--- src/rtl/i2c_codec_responder.sv ---
`default_nettype none
// ==========================================================================
// i2c_codec_responder : I2C target accepting 3-byte codec register writes.
// Rev 1.0
// ==========================================================================
module i2c_codec_responder #(
  parameter logic [6:0] DEV_ADDR    = 7'b0011010,
  parameter int         SYNC_STAGES = 2
) (
  input  logic       i_clk,
  input  logic       i_rst,
  input  logic       i_scl,
  input  logic       i_sda,
  output logic       o_sda_oe,
  output logic       o_reg_valid,
  output logic [6:0] o_reg_addr,
  output logic [8:0] o_reg_data,
  output logic       o_busy,
  output logic       o_abort
);

  typedef enum logic [3:0] {
    S_IDLE   = 4'd0,
    S_ADDR   = 4'd1,
    S_ACK_A  = 4'd2,
    S_BYTE1  = 4'd3,
    S_ACK_1  = 4'd4,
    S_BYTE2  = 4'd5,
    S_ACK_2  = 4'd6,
    S_EXTRA  = 4'd7,
    S_IGNORE = 4'd8
  } state_t;

  logic [SYNC_STAGES-1:0] r_scl_sync;
  logic [SYNC_STAGES-1:0] r_sda_sync;
  logic                   r_scl_hist;
  logic                   r_sda_hist;

  state_t     r_state;
  logic [7:0] r_shift;
  logic [3:0] r_bit_cnt;
  logic       r_sda_oe;
  logic       r_valid;
  logic       r_abort;
  logic       r_busy;
  logic [6:0] r_reg_addr;
  logic [8:0] r_reg_data;
  logic [6:0] r_addr_pend;
  logic       r_data8_pend;
  logic [7:0] r_data_lo_pend;

  logic w_scl;
  logic w_sda;
  logic w_scl_rise;
  logic w_scl_fall;
  logic w_start;
  logic w_stop;
  logic w_byte_done;
  logic w_addressed;
  logic w_shifting;

  // Idle bus is high on both lines, so the synchronizers reset to 1.
  always_ff @(posedge i_clk) begin
    if (i_rst) begin
      r_scl_sync <= '1;
      r_sda_sync <= '1;
      r_scl_hist <= 1'b1;
      r_sda_hist <= 1'b1;
    end else begin
      r_scl_sync <= {r_scl_sync[SYNC_STAGES-2:0], i_scl};
      r_sda_sync <= {r_sda_sync[SYNC_STAGES-2:0], i_sda};
      r_scl_hist <= r_scl_sync[SYNC_STAGES-1];
      r_sda_hist <= r_sda_sync[SYNC_STAGES-1];
    end
  end

  assign w_scl       = r_scl_sync[SYNC_STAGES-1];
  assign w_sda       = r_sda_sync[SYNC_STAGES-1];
  assign w_scl_rise  = w_scl & ~r_scl_hist;
  assign w_scl_fall  = ~w_scl & r_scl_hist;
  assign w_start     = r_sda_hist & ~w_sda & r_scl_hist & w_scl;
  assign w_stop      = ~r_sda_hist & w_sda & r_scl_hist & w_scl;
  assign w_byte_done = w_scl_fall && (r_bit_cnt == 4'd8);

  assign w_addressed = (r_state == S_ACK_A) || (r_state == S_BYTE1) ||
                       (r_state == S_ACK_1) || (r_state == S_BYTE2) ||
                       (r_state == S_ACK_2);
  assign w_shifting  = (r_state == S_ADDR) || (r_state == S_BYTE1) ||
                       (r_state == S_BYTE2) || (r_state == S_EXTRA);

  always_ff @(posedge i_clk) begin
    if (i_rst) begin
      r_state        <= S_IDLE;
      r_shift        <= 8'd0;
      r_bit_cnt      <= 4'd0;
      r_sda_oe       <= 1'b0;
      r_valid        <= 1'b0;
      r_abort        <= 1'b0;
      r_busy         <= 1'b0;
      r_reg_addr     <= 7'd0;
      r_reg_data     <= 9'd0;
      r_addr_pend    <= 7'd0;
      r_data8_pend   <= 1'b0;
      r_data_lo_pend <= 8'd0;
    end else begin
      r_valid <= 1'b0;
      r_abort <= 1'b0;
      // Bus conditions win over any SCL edge seen in the same cycle.
      if (w_stop) begin
        r_state   <= S_IDLE;
        r_sda_oe  <= 1'b0;
        r_busy    <= 1'b0;
        r_abort   <= w_addressed;
        r_bit_cnt <= 4'd0;
      end else if (w_start) begin
        r_state   <= S_ADDR;
        r_sda_oe  <= 1'b0;
        r_busy    <= 1'b1;
        r_abort   <= w_addressed;
        r_bit_cnt <= 4'd0;
      end else begin
        if (w_scl_rise && w_shifting) begin
          r_shift   <= {r_shift[6:0], w_sda};
          r_bit_cnt <= r_bit_cnt + 4'd1;
        end
        case (r_state)
          S_ADDR: begin
            if (w_byte_done) begin
              r_bit_cnt <= 4'd0;
              if (r_shift == {DEV_ADDR, 1'b0}) begin
                r_state  <= S_ACK_A;
                r_sda_oe <= 1'b1;
              end else begin
                r_state <= S_IGNORE;
              end
            end
          end
          S_ACK_A: begin
            if (w_scl_fall) begin
              r_sda_oe <= 1'b0;
              r_state  <= S_BYTE1;
            end
          end
          S_BYTE1: begin
            if (w_byte_done) begin
              r_bit_cnt    <= 4'd0;
              r_addr_pend  <= r_shift[7:1];
              r_data8_pend <= r_shift[0];
              r_sda_oe     <= 1'b1;
              r_state      <= S_ACK_1;
            end
          end
          S_ACK_1: begin
            if (w_scl_fall) begin
              r_sda_oe <= 1'b0;
              r_state  <= S_BYTE2;
            end
          end
          S_BYTE2: begin
            if (w_byte_done) begin
              r_bit_cnt      <= 4'd0;
              r_data_lo_pend <= r_shift;
              r_sda_oe       <= 1'b1;
              r_state        <= S_ACK_2;
            end
          end
          S_ACK_2: begin
            if (w_scl_fall) begin
              r_sda_oe   <= 1'b0;
              r_valid    <= 1'b1;
              r_reg_addr <= r_addr_pend;
              r_reg_data <= {r_data8_pend, r_data_lo_pend};
              r_state    <= S_EXTRA;
            end
          end
          S_EXTRA: begin
            // Eight data clocks plus the NACK clock make up one extra byte.
            if (w_scl_fall && (r_bit_cnt == 4'd9)) begin
              r_bit_cnt <= 4'd0;
            end
          end
          default: begin
          end
        endcase
      end
    end
  end

  assign o_sda_oe    = r_sda_oe;
  assign o_reg_valid = r_valid;
  assign o_reg_addr  = r_reg_addr;
  assign o_reg_data  = r_reg_data;
  assign o_busy      = r_busy;
  assign o_abort     = r_abort;

endmodule
`default_nettype wire

--- config.mk ---
export PLATFORM = sky130hd
export DESIGN_NAME = i2c_codec_responder
export DESIGN_NICKNAME = d
export VERILOG_FILES = /design/src/rtl/i2c_codec_responder.sv
export SDC_FILE = /design/constraint.sdc
export NUM_CORES = 1
export LEC_CHECK = 0
export CORE_UTILIZATION = 35
export CTS_BUF_LIST = sky130_fd_sc_hd__clkbuf_4 sky130_fd_sc_hd__clkbuf_8
export DETAILED_ROUTE_END_ITERATION = 16
export PLACE_DENSITY = 0.55
export SLEW_MARGIN = 20
export SYNTH_ARGS = -nofsm -noshare
export SYNTH_HDL_FRONTEND = slang
export SYNTH_SLANG_ARGS = --single-unit
--- constraint.sdc ---
create_clock -name i_clk -period 2.35 [get_ports i_clk]
set_input_delay 0.47 -clock i_clk [delete_from_list [all_inputs] [get_ports i_clk]]
set_output_delay 0.47 -clock i_clk [all_outputs]
set_load 0.03 [all_outputs]
==> Word level (Yosys, flattened, before mapping) <==
Cells that the tools add are included.
{ "classes": {"n_addsub": 1, "mul": 0, "div_mod_pow": 0, "order_cmp": 0, "n_eq_ne": 25, "shifts": 0, "muxes": 21, "bitwise_logic": 15, "n_reduce_logical": 26} }
{ "op_table": {"columns": ["cell", "count"], "rows": [
  ["2-to-1 mux 4 bit", 10],
  ["case mux 4 bit (6 select lines)", 1],
  ["!= test 3 bit, second input constant", 6],
  ["equality test 4 x 3 -> 1 bit, second input constant", 4],
  ["AND reduction 7 bit", 2],
  ["!= test 2 bit, second input constant", 6],
  ["AND reduction 4 bit", 3],
  ["OR reduction 3 bit", 3],
  ["AND 1 bit", 8],
  ["equality test 4 x 2 -> 1 bit, second input constant", 2],
  ["equality test 4 bit, second input constant", 2],
  ["equality test 8 x 6 -> 1 bit, second input constant", 1],
  ["2-to-1 mux 1 bit", 8],
  ["case mux 4 bit (2 select lines)", 1],
  ["logical OR 1 bit", 7],
  ["inverter 1 bit", 7],
  ["nonzero test 7 bit", 1],
  ["!= test 2 x 1 -> 1 bit, second input constant", 3],
  ["nonzero test 6 bit", 1],
  ["AND reduction 5 bit", 1],
  ["adder 4 x 1 -> 4 bit, second input constant", 1],
  ["equality test 4 x 1 -> 1 bit, second input constant", 1],
  ["OR reduction 2 bit", 2],
  ["OR reduction 4 bit", 1],
  ["4 further kinds", 6]
]} }
{ "word_totals": {"register_bits": 58, "latchBits": 0, "ram_bits": 0, "romBits": 0, "output_inout_bits": 20, "memories": 0} }

==> Logic depth before layout (Yosys ltp) <==
Gate-level depths: netlist of run 1.
{ "depth": {"word_depth": 8, "depth_mapped": 7, "mapped_depth_nobuf": 6} }

==> Worst setup path before layout of run 1 <==
No wires, ideal clock.
{ "synth_path": {"path_type": "register -> register", "start": "register r_bit_cnt[0]", "end": "register r_addr_pend[5]", "arrival_ns": 1.479, "t_required_ns": 2.222, "setup_slack_ns": 0.743, "path_stages_with_launch": 7, "path_buffers": 0, "synth_period_minus_slack_ns": 1.607, "path_cell_list": "dfxtp_1 -> inv_1 -> ha_1 -> inv_1 -> nor4_4 -> mux2i_1 -> nor2_1"} }
{ "synth_via": {"elab_chain_len": 3} }
{ "synth_rtl": {"columns": ["element", "line", "source"], "rows": [
  ["start: declaration", "41", "logic [3:0] r_bit_cnt;"],
  ["start signal: assignment", "124", "r_bit_cnt <= r_bit_cnt + 4'd1;"],
  ["equality test 4 bit", "83", "assign w_byte_done = w_scl_fall && (r_bit_cnt == 4'd8);"],
  ["logical AND 1 bit", "83", null],
  ["AND reduction 4 bit (no source line)", null, null],
  ["end signal: assignment", "147", "r_addr_pend <= r_shift[7:1];"],
  ["end: declaration", "48", "logic [6:0] r_addr_pend;"]
]} }
Every way passes these cells.
A chain may end at the register's enable or synchronous reset.

==> Worst setup path after layout of run 1 <==
{ "layout_path": {"start": "register r_busy (netlist: o_busy)", "end": "output o_busy"} }
{ "layout_rtl": {"columns": ["element", "line", "source"], "rows": [
  ["start: declaration", "45", "logic r_busy;"],
  ["start signal: assignment", "99", "r_busy <= 1'b0;"],
  ["start signal: assignment", "112", "r_busy <= 1'b0;"],
  ["start signal: assignment", "118", "r_busy <= 1'b1;"],
  ["end: declaration", "18", "output logic o_busy,"]
]} }
No word-level cell between the ends.

==> out/metrics.cfg, run 1 <==
[power]
switching_share = 0.198
power.switching_mw = 0.425
power.share.combinational = 0.022
power.sequential.fraction = 0.465
p_leak_nw = 1.05
power.internal_mw = 1.72
ir_worst_vdd_uv = 389
p_clk_frac = 0.514
fin_total_pwr_mw = 2.15
power_density_over_the_cells_nw_per_um2 = 742

[drt]
final_antenna_net_count = 0
detail_route.first_pass.iterations = 4
drt-wirelength-per-cell_um = 13.5
wl_mm = 4.71
dr_total_vias = 1710
dr.first_iter.drc_count = 76
drc_errors = 0
routed_via_density = 4.89

[synth]
synth_simple_gate_area_share = 0.219
post_synthesis_share_of_cell_area_spent_on_xor_and_xnor_gates = 0.0148
syn-num-nets = 251
synth_area_leaders = sky130_fd_sc_hd__dfxtp_1 49%, sky130_fd_sc_hd__mux2i_1 14%, sky130_fd_sc_hd__nor2_1 6.4%, sky130_fd_sc_hd__nand2_1 3.8%, sky130_fd_sc_hd__a21oi_1 2.8%
post_synth_fa_ha_maj_area_fraction = 0.0159
postSynth.asyncResetShare = 0
netlist_instances = 244
synth_largest_type_area_fraction = 0.492
synth.area.mux_share = 0.140
ys_warn_count = 0
share_of_synthesized_area_occupied_by_flip_flops_and_latches = 0.492
netlist-cell-type-count = 44
synthDominantAreaCellType = sky130_fd_sc_hd__dfxtp_1
post_synth.cell_area_avg_sq_um = 9.68
most_used_flip_flop_cell_after_synthesis = sky130_fd_sc_hd__dfxtp_1
synth-edff-count = 0
synthMostInstantiatedCell = sky130_fd_sc_hd__dfxtp_1
synth-seq-cells = 58
main_combinational_cell_family_by_area_after_synthesis = simple AND/OR/NAND/NOR gates
synth-compound-area-share = 0.0790
synth_commonest_cells = 58 x sky130_fd_sc_hd__dfxtp_1, 40 x sky130_fd_sc_hd__nor2_1, 32 x sky130_fd_sc_hd__mux2i_1
post_synth_instance_area_sq_um = 2360

[grt]
first_global_vias = 1545
first_pass_grt_wire_length_mm = 7.73
grt_overflow = 0
track_usage = 0.143
grt_antenna_before_repair = 0
grt_start_max_net_pins = 31

[place]
final_weighted_congestion_of_routability_driven_global_placement = 0.814
place.detailed.hpwl_mm = 3.05
place_worst_setup_slack_ns = 0.567
io_buffers = 23

[layout]
num-fill-cells = 629
finish.utilization = 0.451
drive_gt1_frac = 0.128
sequential_cell_area_sq_um = 1160
insertedDiodeCount = 0
multiInputGateArea_sq_um = 1110
area_delta_synth_final_pct = 22.7
final_nets = 275

[critical_path]
endpoint_kind = output pin
timing.critical_path.fanout_max = 3
critPathLaunch = o_busy
critical_path_depth = 1
reg2reg_depth = 5
criticalPathCategory = flop to output pin
critPathBufInv = 1
critical_path.max_stage_delay_ns = 0.69
timing.critical_path.from_type = flop
worst-r2r-setup-slack_ns = 0.54
worst_setup_path_endpoint = o_busy
critical_path.reg2reg.startpoint = r_scl_hist
required_ns = 1.88
crit_path_cell_trace = clkdlybuf4s50_1
crit_slowest_cell = sky130_fd_sc_hd__clkdlybuf4s50_1
worstReg2RegEnd = o_reg_addr[1]
critPathTopFamily = buffers and inverters
crit_arrival_ns = 1.40

[timing]
timing.final.crit_period_ns = 1.87
fin_max_slew_vios = 0
fin_setup_tns_ns = 0
setup-violations-final = 0
max_freq_ghz = 0.536
unrepaired_setup_endpoints_after_global_routing = false
finalHoldViolations = 0
worst_pin_slew_ns = 0.493
fin_worst_skew_ns = 0.00729
fin_ws_ns = 0.485
fin_crit_sh = 0.794
max-slew-margin-rel = 0.668

[die]
coreArea_sq_um = 6420
dieHeight_um = 84.1
initial_core_util = 0.368
fp.dieW_um = 84.1
boundaryPins = 24
std_cell_rows = 29
floorplan.die_area_sq_um = 7080

[clock_tree]
worst_skew_pair.late_latency_ns = 0.34
clock_tree.htree_level_count = 3
library_cell_used_as_clock_root_buffer = sky130_fd_sc_hd__clkbuf_8
clkTransAtPathRegs_ns = 0.07
postCtsSetupBuffers = 0
tritoncts = yes
cts_buffer_count = 9
clock_tree.buffer_depth = 2
cts_num_sinks = 58
cts_resized = 0
ctsHoldBuffers = 0

[worst_hold_path]
worst_hold_path_type = flop to flop

[outcome]
outcome = finished clean

[flow_run]
maxCapViolCount = 0

[stage by stage]
step	instances	cell area (sq um)	hold slack, ns
2_1_floorplan	244	2360	0.389
3_3_place_gp	334	2650	0.392
3_5_place_dp	334	2650	0.395
4_1_cts	350	2900	0.409
5_1_grt	350	2900	0.415
6_report	350	2900	0.408
[worst min-delay path by stage]
stage / start / to / slack [ns] / cells past startpoint
floorplan: r_scl_sync[0] / r_scl_sync[1] / 0.39 / 1
global placement: r_scl_sync[0] / r_scl_sync[1] / 0.39 / 1
detailed placement: r_scl_sync[0] / r_scl_sync[1] / 0.39 / 1
CTS: r_scl_sync[0] / r_scl_sync[1] / 0.41 / 1
global route: r_scl_sync[0] / r_scl_sync[1] / 0.41 / 1
finish: r_scl_sync[0] / r_scl_sync[1] / 0.41 / 1
[cell type report]
type,count,share of cell area
sequential,58,0.401
multi-input combinational,167,0.383
timing repair buffer,28,0.0924
clock buffer,13,0.0618
tap,77,0.0333
clock inverter,3,0.0238
inverter,4,0.00518
[registers in the layout, indices dropped and copies added (netlist names)]
register	flops
r_addr_pend	7
r_data_lo_pend	8
o_reg_data	9
o_reg_valid	1
r_data8_pend	1
r_state	4
r_sda_hist	1
r_scl_sync	2
r_bit_cnt	4
r_scl_hist	1
o_reg_addr	7
r_shift	8
o_sda_oe	1
o_busy	1
o_abort	1
r_sda_sync	2
[cells in the final DEF (no fill, tap or decap), types with 5 or more instances in the layout]
cell type and n:
sky130_fd_sc_hd__nand2_1 24, sky130_fd_sc_hd__nor2_1 40, sky130_fd_sc_hd__buf_4 5, sky130_fd_sc_hd__or2_2 7
sky130_fd_sc_hd__a21oi_1 13, sky130_fd_sc_hd__clkdlybuf4s50_1 23, sky130_fd_sc_hd__dfxtp_1 58, sky130_fd_sc_hd__clkbuf_8 13
sky130_fd_sc_hd__mux2i_1 32
[layer usage]
layer  wire, um  global-route usage  share of wire  vias to the layer above
met5          0                   0              0                        -
met3        217              0.0590          0.046                        4
met2       1980               0.193           0.42                       42
li1           -                   -              -                      888
met4         57              0.0611          0.012                        0
met1       2460               0.200           0.52                      776
[power by group through the flow]
| stage | registers (mW) | clock network, mW | logic (mW) |
|---|---|---|---|
| after floorplan | 1.02 | 0 | 0.0333 |
| after global placement | 1.02 | 0 | 0.0471 |
| after detailed placement | 1.02 | 0 | 0.0470 |
| after CTS | 0.998 | 1.13 | 0.0472 |
| after global routing | 0.999 | 1.19 | 0.0513 |
| final | 0.999 | 1.10 | 0.0466 |
[cells by family after synthesis]
| kind of cell | after synthesis |
|---|---|
| fa+ha+maj | 3 |
| flops | 58 |
| mux | 33 |
| simple gates | 98 |
| compound gates | 29 |
| buf+inv | 19 |
| xor+xnor | 4 |
(Power assumes the default switching activity.)
==> run 2: changes to the inputs <==
Clock period 2.35 ns to 1.9 ns, I/O delays scaled along.
==> out/metrics.cfg, run 2 (same netlist as run 1, synthesis figures left out) <==
[layout]
multiInputGateArea_sq_um = 1110
layout_common_cells = 58 x sky130_fd_sc_hd__dfxtp_1, 40 x sky130_fd_sc_hd__nor2_1, 32 x sky130_fd_sc_hd__mux2i_1
drive_gt1_frac = 0.147
sequential_cell_area_sq_um = 1160
largest_reg_flops = 9
fin_area_sq_um = 2900
finish.utilization = 0.451
num-fill-cells = 623
final_common_cell = sky130_fd_sc_hd__dfxtp_1
finished_layout_cells = 356
final_nets = 281
insertedDiodeCount = 0
area_delta_synth_final_pct = 22.7

[grt]
track_usage = 0.150
first_pass_grt_wire_length_mm = 8.21
grt_overflow = 0
gr-max-usage-layer = met1
grt_antenna_before_repair = 0
first_global_vias = 1667
grtUsageMet1 = 0.211
grt_start_max_net_pins = 21
globalRouteMet3Util = 0.0442
gr-usage-met2 = 0.206

[timing]
fin_worst_skew_ns = 0.00762
fin_crit_sh = 0.924
worst_pin_slew_ns = 0.409
fin_setup_tns_ns = 0
fin_max_slew_vios = 0
fin_hold_ws_ns = 0.407
max-slew-margin-rel = 0.727
setup-violations-final = 0
unrepaired_setup_endpoints_after_global_routing = false
max_freq_ghz = 0.570
finalHoldViolations = 0
timing.final.crit_period_ns = 1.76

[place]
number_of_placed_instances_taps_included = 340
final_weighted_congestion_of_routability_driven_global_placement = 0.835
placed_cell_area_sq_um = 2720
place.detailed.hpwl_mm = 3.21
io_buffers = 23

[clock_tree]
ctsHoldBuffers = 0
clock_tree.buffer_depth = 2
worst_skew_pair.late_latency_ns = 0.34
clock_tree.htree_level_count = 3
library_cell_used_as_clock_root_buffer = sky130_fd_sc_hd__clkbuf_8
postCtsSetupBuffers = 0
cts_buffer_count = 9
tritoncts = yes
cts_num_sinks = 58
clkTransAtPathRegs_ns = 0.07

[drt]
routed_via_density = 4.96
dr.first_iter.drc_count = 92
drt-wirelength-per-cell_um = 13.4
drc_errors = 0
dr_total_vias = 1764
wl_mm = 4.76
final_antenna_net_count = 0
detail_route.first_pass.iterations = 6

[critical_path]
timing.critical_path.from_type = flop
critical_path_depth = 1
timing.critical_path.fanout_max = 3
reg2reg_depth = 6
crit_arrival_ns = 1.38
critical_path.max_stage_delay_ns = 0.68
endpoint_kind = output pin
critPathBufInv = 1
critPathTopFamily = buffers and inverters
crit_path_cell_trace = clkdlybuf4s50_1
criticalPathCategory = flop to output pin
crit_slowest_cell = sky130_fd_sc_hd__clkdlybuf4s50_1
required_ns = 1.52

[power]
p_clk_frac = 0.438
p_leak_nw = 1.05
switching_share = 0.239
power_density_over_the_cells_nw_per_um2 = 800
power.sequential.fraction = 0.531
power.share.combinational = 0.031
power.switching_mw = 0.555
ir_worst_vdd_uv = 583
power.internal_mw = 1.76

[die]
initial_core_util = 0.368
dieHeight_um = 84.1
fp.dieW_um = 84.1
floorplan.die_area_sq_um = 7080
boundaryPins = 24
coreArea_sq_um = 6420
std_cell_rows = 29

[worst_hold_path]
worst_hold_path_type = flop to flop
worst_hold_path.num_cells = 1

[outcome]
outcome = finished clean

[flow_run]
maxCapViolCount = 0

==> run 2: area by class of cell <==
cell class | count | share of cell area
sequential | 58 | 0.401
clock inverter | 6 | 0.0142
timing repair buffer | 34 | 0.117
multi-input combinational | 167 | 0.383
clock buffer | 10 | 0.0475
inverter | 4 | 0.00518
tap | 77 | 0.0332
==> run 2: final timing paths <==
check / slack [ns] / endpoint / startpoint
worst max register to register: 0.19 / r_data_lo_pend[5] / r_bit_cnt[0]
worst max-delay path: 0.14 / o_busy / o_busy
worst min-delay path: 0.41 / r_sda_sync[1] / r_sda_sync[0]
worst min register to register: 0.41 / r_sda_sync[1] / r_sda_sync[0]
==> run 2: repair_timing <==
action,in CTS,in global routing
hold endpoints to repair,0,0
gates resized for setup,0,1
setup endpoints to repair,0,1
==> run 2: power by group through the flow <==
stage | Sequential [mW] | Clock (mW) | Combinational (mW)
after floorplan | 1.26 | 0 | 0.0412
after global placement | 1.26 | 0 | 0.0711
after detailed placement | 1.26 | 0 | 0.0713
after CTS | 1.23 | 1.05 | 0.0717
after global routing | 1.23 | 1.11 | 0.0792
final | 1.23 | 1.01 | 0.0717
==> run 2: layer usage <==
metal | share of wire | wire length (um)
met1 | 0.53 | 2540
met2 | 0.41 | 1940
met3 | 0.036 | 172
met4 | 0.024 | 112
met5 | 0 | 0
==> run 2: stage by stage <==
step / setup WS (ns) / power [mW]
floorplan: 0.293 / 1.30
CTS: 0.124 / 2.35
finish: 0.145 / 2.32
global placement: 0.261 / 1.33
global route: 0.0926 / 2.42
detailed placement: 0.223 / 1.33
